===== src/rtl/layer_engine_pkg.sv =====
// Shared definitions for the layer-engine opcode dispatcher: unit ids,
// unit-field geometry inside a command word, and dispatcher state encoding.
package layer_engine_pkg;

  localparam int NUM_UNITS    = 5;
  localparam int UNIT_FIELD_W = 3;

  localparam logic [2:0] UNIT_CONV    = 3'd0;
  localparam logic [2:0] UNIT_ADD     = 3'd1;
  localparam logic [2:0] UNIT_POOL    = 3'd2;
  localparam logic [2:0] UNIT_ACT     = 3'd3;
  localparam logic [2:0] UNIT_OMAP    = 3'd4;
  localparam logic [2:0] UNIT_BARRIER = 3'd7;

  typedef enum logic [1:0] {
    S_IDLE    = 2'd0,
    S_ISSUE   = 2'd1,
    S_BARRIER = 2'd2,
    S_REPORT  = 2'd3
  } state_e;

  // The unit id occupies the top bits of a command word of width w.
  function automatic int unit_msb(input int w);
    return w - 1;
  endfunction

  function automatic int unit_lsb(input int w);
    return w - UNIT_FIELD_W;
  endfunction

endpackage


===== src/rtl/layer_engine_outstanding_ctr.sv =====
// Per-unit count of issued-but-not-completed opcodes. An issue and a
// completion in the same cycle cancel; a completion at zero is flagged.
module layer_engine_outstanding_ctr #(
  parameter int C_MAX_OUTSTANDING = 4,
  parameter int CW                = $clog2(C_MAX_OUTSTANDING + 1)
) (
  input  logic          clk,
  input  logic          rst,
  input  logic          inc,
  input  logic          dec,
  output logic [CW-1:0] count,
  output logic [CW-1:0] count_nxt,
  output logic          full,
  output logic          zero,
  output logic          underflow
);

  localparam logic [CW-1:0] MAX_CNT = CW'(C_MAX_OUTSTANDING);

  logic [CW-1:0] count_q;
  logic [CW-1:0] count_d;

  // Next count from issue/completion events, saturating at both ends.
  always_comb begin
    count_d   = count_q;
    underflow = 1'b0;
    if (inc && !dec) begin
      if (count_q != MAX_CNT) count_d = count_q + CW'(1);
    end else if (!inc && dec) begin
      if (count_q == '0) underflow = 1'b1;
      else               count_d   = count_q - CW'(1);
    end
  end

  // Count register, cleared by the active-low synchronous reset.
  always_ff @(posedge clk) begin
    if (!rst) count_q <= '0;
    else      count_q <= count_d;
  end

  assign count     = count_q;
  assign count_nxt = count_d;
  assign full      = (count_q == MAX_CNT);
  assign zero      = (count_q == '0);

endmodule


===== src/rtl/layer_engine_opcode_dispatch.sv =====
// Routes the controller's command stream onto five per-unit opcode lanes,
// tracks outstanding work per unit and implements a drain-all barrier.
import layer_engine_pkg::*;

module layer_engine_opcode_dispatch #(
  parameter int C_OPCODE_WIDTH    = 64,
  parameter int C_NUM_UNITS       = 5,
  parameter int C_MAX_OUTSTANDING = 4
) (
  input  logic                                  clk,
  input  logic                                  rst,
  input  logic                                  cmd_valid,
  output logic                                  cmd_accept,
  input  logic [C_OPCODE_WIDTH-1:0]             cmd_payload,
  output logic [C_NUM_UNITS*C_OPCODE_WIDTH-1:0] opcode,
  output logic [C_NUM_UNITS-1:0]                opcode_valid,
  input  logic [C_NUM_UNITS-1:0]                opcode_accept,
  input  logic [C_NUM_UNITS-1:0]                unit_done,
  output logic                                  status_valid,
  input  logic                                  status_accept,
  output logic [C_OPCODE_WIDTH-1:0]             status_payload,
  output logic                                  busy,
  output logic                                  err_bad_unit,
  output logic                                  err_underflow
);

  localparam int W    = C_OPCODE_WIDTH;
  localparam int UMSB = unit_msb(C_OPCODE_WIDTH);
  localparam int ULSB = unit_lsb(C_OPCODE_WIDTH);
  localparam int CW   = $clog2(C_MAX_OUTSTANDING + 1);

  state_e                          state_q;
  logic                            cmd_accept_q;
  logic [C_NUM_UNITS*W-1:0]        opcode_q;
  logic [C_NUM_UNITS-1:0]          opcode_valid_q;
  logic                            status_valid_q;
  logic [W-1:0]                    status_payload_q;
  logic                            busy_q;
  logic                            err_bad_unit_q;
  logic                            err_underflow_q;
  logic [W-1:0]                    word_q;
  logic [2:0]                      unit_q;

  logic [2:0]                      cmd_unit;
  logic [C_NUM_UNITS-1:0]          issue_hs;
  logic [C_NUM_UNITS-1:0]          full;
  logic [C_NUM_UNITS-1:0]          zero;
  logic [C_NUM_UNITS-1:0]          uflow;
  logic [C_NUM_UNITS-1:0]          nz_next;
  logic [CW-1:0]                   cnt     [C_NUM_UNITS];
  logic [CW-1:0]                   cnt_nxt [C_NUM_UNITS];

  assign cmd_unit = cmd_payload[UMSB:ULSB];
  assign issue_hs = opcode_valid_q & opcode_accept;

  for (genvar g = 0; g < C_NUM_UNITS; g++) begin : g_ctr
    layer_engine_outstanding_ctr #(
      .C_MAX_OUTSTANDING (C_MAX_OUTSTANDING),
      .CW                (CW)
    ) u_ctr (
      .clk       (clk),
      .rst       (rst),
      .inc       (issue_hs[g]),
      .dec       (unit_done[g]),
      .count     (cnt[g]),
      .count_nxt (cnt_nxt[g]),
      .full      (full[g]),
      .zero      (zero[g]),
      .underflow (uflow[g])
    );
    assign nz_next[g] = |cnt_nxt[g];
  end

  // Dispatcher FSM with all upstream/downstream outputs registered.
  always_ff @(posedge clk) begin
    if (!rst) begin
      state_q          <= S_IDLE;
      cmd_accept_q     <= 1'b0;
      opcode_q         <= '0;
      opcode_valid_q   <= '0;
      status_valid_q   <= 1'b0;
      status_payload_q <= '0;
      busy_q           <= 1'b0;
      err_bad_unit_q   <= 1'b0;
      err_underflow_q  <= 1'b0;
      word_q           <= '0;
      unit_q           <= UNIT_CONV;
    end else begin
      // Idle-looking by default; states that stay active override below.
      busy_q <= |nz_next;
      if (|uflow) err_underflow_q <= 1'b1;

      unique case (state_q)
        S_IDLE: begin
          cmd_accept_q <= 1'b1;
          if (cmd_valid && cmd_accept_q) begin
            word_q <= cmd_payload;
            unit_q <= cmd_unit;
            if (cmd_unit <= UNIT_OMAP) begin
              state_q                    <= S_ISSUE;
              cmd_accept_q               <= 1'b0;
              busy_q                     <= 1'b1;
              opcode_q                   <= '0;
              opcode_q[int'(cmd_unit)*W +: W] <= cmd_payload;
              // A full unit keeps valid low until a completion frees a slot.
              opcode_valid_q[cmd_unit]   <= ~full[cmd_unit];
            end else if (cmd_unit == UNIT_BARRIER) begin
              state_q      <= S_BARRIER;
              cmd_accept_q <= 1'b0;
              busy_q       <= 1'b1;
            end else begin
              // Reserved ids 5 and 6 are dropped and remembered.
              err_bad_unit_q <= 1'b1;
            end
          end
        end

        S_ISSUE: begin
          if (issue_hs[unit_q]) begin
            opcode_valid_q <= '0;
            opcode_q       <= '0;
            state_q        <= S_IDLE;
            cmd_accept_q   <= 1'b1;
          end else begin
            busy_q <= 1'b1;
            if (!full[unit_q]) opcode_valid_q[unit_q] <= 1'b1;
          end
        end

        S_BARRIER: begin
          busy_q <= 1'b1;
          if (&zero) begin
            status_payload_q <= word_q;
            status_valid_q   <= 1'b1;
            state_q          <= S_REPORT;
          end
        end

        S_REPORT: begin
          if (status_accept) begin
            status_valid_q <= 1'b0;
            state_q        <= S_IDLE;
            cmd_accept_q   <= 1'b1;
          end else begin
            busy_q <= 1'b1;
          end
        end

        default: state_q <= S_IDLE;
      endcase
    end
  end

  assign cmd_accept     = cmd_accept_q;
  assign opcode         = opcode_q;
  assign opcode_valid   = opcode_valid_q;
  assign status_valid   = status_valid_q;
  assign status_payload = status_payload_q;
  assign busy           = busy_q;
  assign err_bad_unit   = err_bad_unit_q;
  assign err_underflow  = err_underflow_q;

endmodule

===== config.mk =====
export PLATFORM = sky130hd
export DESIGN_NAME = layer_engine_opcode_dispatch
export DESIGN_NICKNAME = d
export VERILOG_FILES = /design/src/rtl/layer_engine_pkg.sv /design/src/rtl/layer_engine_outstanding_ctr.sv /design/src/rtl/layer_engine_opcode_dispatch.sv
export SDC_FILE = /design/constraint.sdc
export NUM_CORES = 1
export LEC_CHECK = 0
export CORE_MARGIN = 5
export CORE_UTILIZATION = 45
export CTS_CLUSTER_DIAMETER = 80
export DETAILED_ROUTE_END_ITERATION = 16
export GPL_TIMING_DRIVEN = 0
export HOLD_SLACK_MARGIN = 0.1
export PLACE_DENSITY = 0.75
export SETUP_SLACK_MARGIN = 0.05
export SLEW_MARGIN = 20
export SYNTH_ARGS = -nofsm -noshare
export SYNTH_HDL_FRONTEND = slang
export SYNTH_SLANG_ARGS = --single-unit

===== constraint.sdc =====
create_clock -name clk -period 3.58 [get_ports clk]
set_clock_uncertainty 0.05 [all_clocks]
set_input_delay 0.716 -clock clk [delete_from_list [all_inputs] [get_ports clk]]
set_output_delay 0.716 -clock clk [all_outputs]
set_load 0.01 [all_outputs]

==> metrics.cfg <==
[outcome]
outcome=finished clean

[floorplan]
die_x_um=207
die_h_um=207
ios=472
coreArea_um2=38600
start_util_pct=45.3
die_area_um2=42900
core.rowCount=72

[placed_design]
gp_congestion=0.915
portBuffers=468
dp_hpwl_mm=52.0
placed_cell_area_um2=22800

[logic_synthesis]
synth-xor-area-share_pct=0.301
synth-compound-area-share_pct=18.5
synth.top_cell.area_share_pct=54.3
synth_area_um2=17500
syn_avg_cell_area_um2=8.44
ys_seq_area_share_pct=54.3
synth_ff_type=dfxtp_1
synthArstFlopShare_pct=0
syn_nets=2170
synth.area.top_cells=dfxtp_1 54%, nand2_1 8.6%, a21oi_1 8.2%
ys_types=53
ys_seq_elements=474
synth.yosys.warnings=0
synth_top_family_by_area=simple AND/OR/NAND/NOR gates
synth_edf_count=0
yosys.area_share.simple_pct=20.5
synth_fa_ha_area_share_pct=1.57
synth_most_common_cell=dfxtp_1
synth_common_cells=474 x dfxtp_1, 399 x nand2_1, 288 x a21oi_1
synthMuxAreaShare_pct=0.186
syn_inst=2070
yosysTopAreaCell=dfxtp_1

[cells_and_area]
fill_cells=3323
drive_gt1_share_pct=6.45
post-route-util_pct=64.1
final_area_um2=24700
nets=2697
n_antenna_cell=0
area_delta_synth_final_pct=41.3

[pwr]
leakagePower_nw=8.55
pwr_density_cell_nw_per_um2=519
ir_worst_vdd_mv=0.423

[grt]
grt_pass1_vias=17200
grt_pass1_wl_mm=106
grt.total_usage_pct=31.4
antenna_found_initial=0
grt_max_degree=15
overflow=0

[setup_path]
critPathArrivalTime_ns=3.86
regToRegStartpoint=g_ctr[2].u_ctr.count[0]
path_max_fanout=10
end_kind=register
crit_start=cmd_payload[61]
crit_required_ns=4.06
critPathLaunchType=primary input
critPathKind=in -> reg

[min_path]
hp-class=reg -> reg
hp-start=opcode[295]

[clocking]
cts_buffers=48
cts_buffer_depth=3
clockRootBuffer=clkbuf_16
cts_sinks=474
clk_pin_slew_ns=0.06
cts_tree=yes
htree_levels=2
clkLatencyLatePin_ns=0.60

[job]
maxCapViolCount=0

[sta]
rsz0062_at_grt=false
worstMarginPinSlew_ns=1.05
fin_crit_sh_pct=94.6
hold_viol=0
whs_ns=0.400
finalCriticalPeriod_ns=3.39
finalSetupViolCount=0
final.setup.tns_ns=0
max_freq_ghz=0.295
slew_headroom_pct=29.8
slew_viol_final=0

[routing]
num_vias=17800
wl_met1_mm=27.8
route.met2.wl_mm=33.4
drtIter0Drc=1668
dr.pass1.iters=6
wl_mm=71.1
drc=0
viasPerCell=5.65
ant_nets=0
routed.top_layer=met4
post_drt_wl_per_cell_um=22.5
met3WireLength_mm=6.51

==> stage by stage <==
step / setup slack (ns) / std cells / power, mW
finish: 0.195 / 3153 / 12.8
global route: 0.0632 / 3153 / 13.3
CTS: 0.0700 / 3150 / 12.8
detailed placement: -1.17 / 3056 / 7.40
global placement: -1.35 / 3056 / 7.34
floorplan: 0.525 / 2070 / 6.68
==> per-layer routing <==
metal	vias to the layer above	GRT usage, %
li1	8157	-
met1	8554	39.1
met2	931	51.6
met3	176	7.94
met4	0	13.9
met5	-	0
==> kinds of logic (layout without fill, tap and decap cells) <==
logic type / count (synthesis) / in the layout
xor gates and xnor gates: 6 / 6
and+or+nand+nor: 841 / 841
muxes: 3 / 3
adders and majority gates: 22 / 22
buffers and inverters: 196 / 761
DFF: 474 / 474
AOI/OAI and AO/OA: 528 / 528
==> where the power goes <==
| group | internal, mW | leakage (nW) | switching, mW |
|---|---|---|---|
| Sequential | 5.41 | 3.83 | 0.107 |
| Combinational | 0.616 | 3.86 | 1.22 |
| Clock | 3.32 | 0.864 | 2.15 |
| Total | 9.34 | 8.55 | 3.47 |
==> layout by cell type, fill, tap and decap left out, types with 7 or more instances in the layout <==
master	count
nor2_1	213
clkbuf_1	108
dfxtp_1	474
buf_1	7
a22oi_1	189
and3_1	16
clkbuf_2	8
a31oi_1	8
a21o_1	7
clkinv_2	9
buf_4	12
a21oi_1	288
nor3_1	16
clkdlybuf4s50_1	468
clkbuf_4	8
bufinv_16	7
clkbuf_8	17
nand3_1	146
buf_2	43
nand2_1	399
clkbuf_16	48
ha_1	22
inv_1	21
and2_1	9
==> timing repair <==
action                                 CTS  global route
hold buffers                             0             0
setup endpoints to repair              319           274
resized for setup                       11            23
endpoints found under the hold margin    0             0
pin swaps                                2             2
setup buffers                            6             3
==> worst max-delay path, stage by stage <==
cell	delay, ns
clkdlybuf4s50_1	0.60
buf_6	0.19
inv_1	0.10
ha_1	0.23
ha_1	0.32
inv_1	0.11
nor3_4	0.26
nand3_1	0.17
nor4_4	0.41
buf_4	0.24
buf_2	0.26
a22oi_1	0.12
nor2_1	0.11
==> worst paths after layout <==
| check | endpoint | slack, ns | depth (start not counted) |
|---|---|---|---|
| max | opcode[129] | 0.19 | 13 |
| min | opcode[295] | 0.40 | 2 |
| max reg2reg | status_payload[38] | 0.55 | 9 |
| min reg2reg | opcode[295] | 0.40 | 2 |
==> registers in the layout, summed over array words and instances, names as in the netlist <==
| register | flops |
|---|---|
| g_ctr.u_ctr.count | 15 |
| opcode | 319 |
| err_underflow | 1 |
| state_q | 2 |
| status_payload | 64 |
| busy | 1 |
| cmd_accept | 1 |
| opcode_valid | 5 |
| word_q | 64 |
| err_bad_unit | 1 |
| status_valid | 1 |
==> area by class of cell <==
type	instances	area (um2)	area share [%]
Sequential cell	474	9490	38.4
Multi-Input combinational cell	1400	7220	29.2
Timing Repair Buffer	477	4750	19.2
Clock buffer	69	1450	5.87
Buffer	175	777	3.15
Tap cell	518	648	2.62
Clock inverter	19	288	1.17
Inverter	21	78.8	0.319
(Power assumes the default switching activity.)
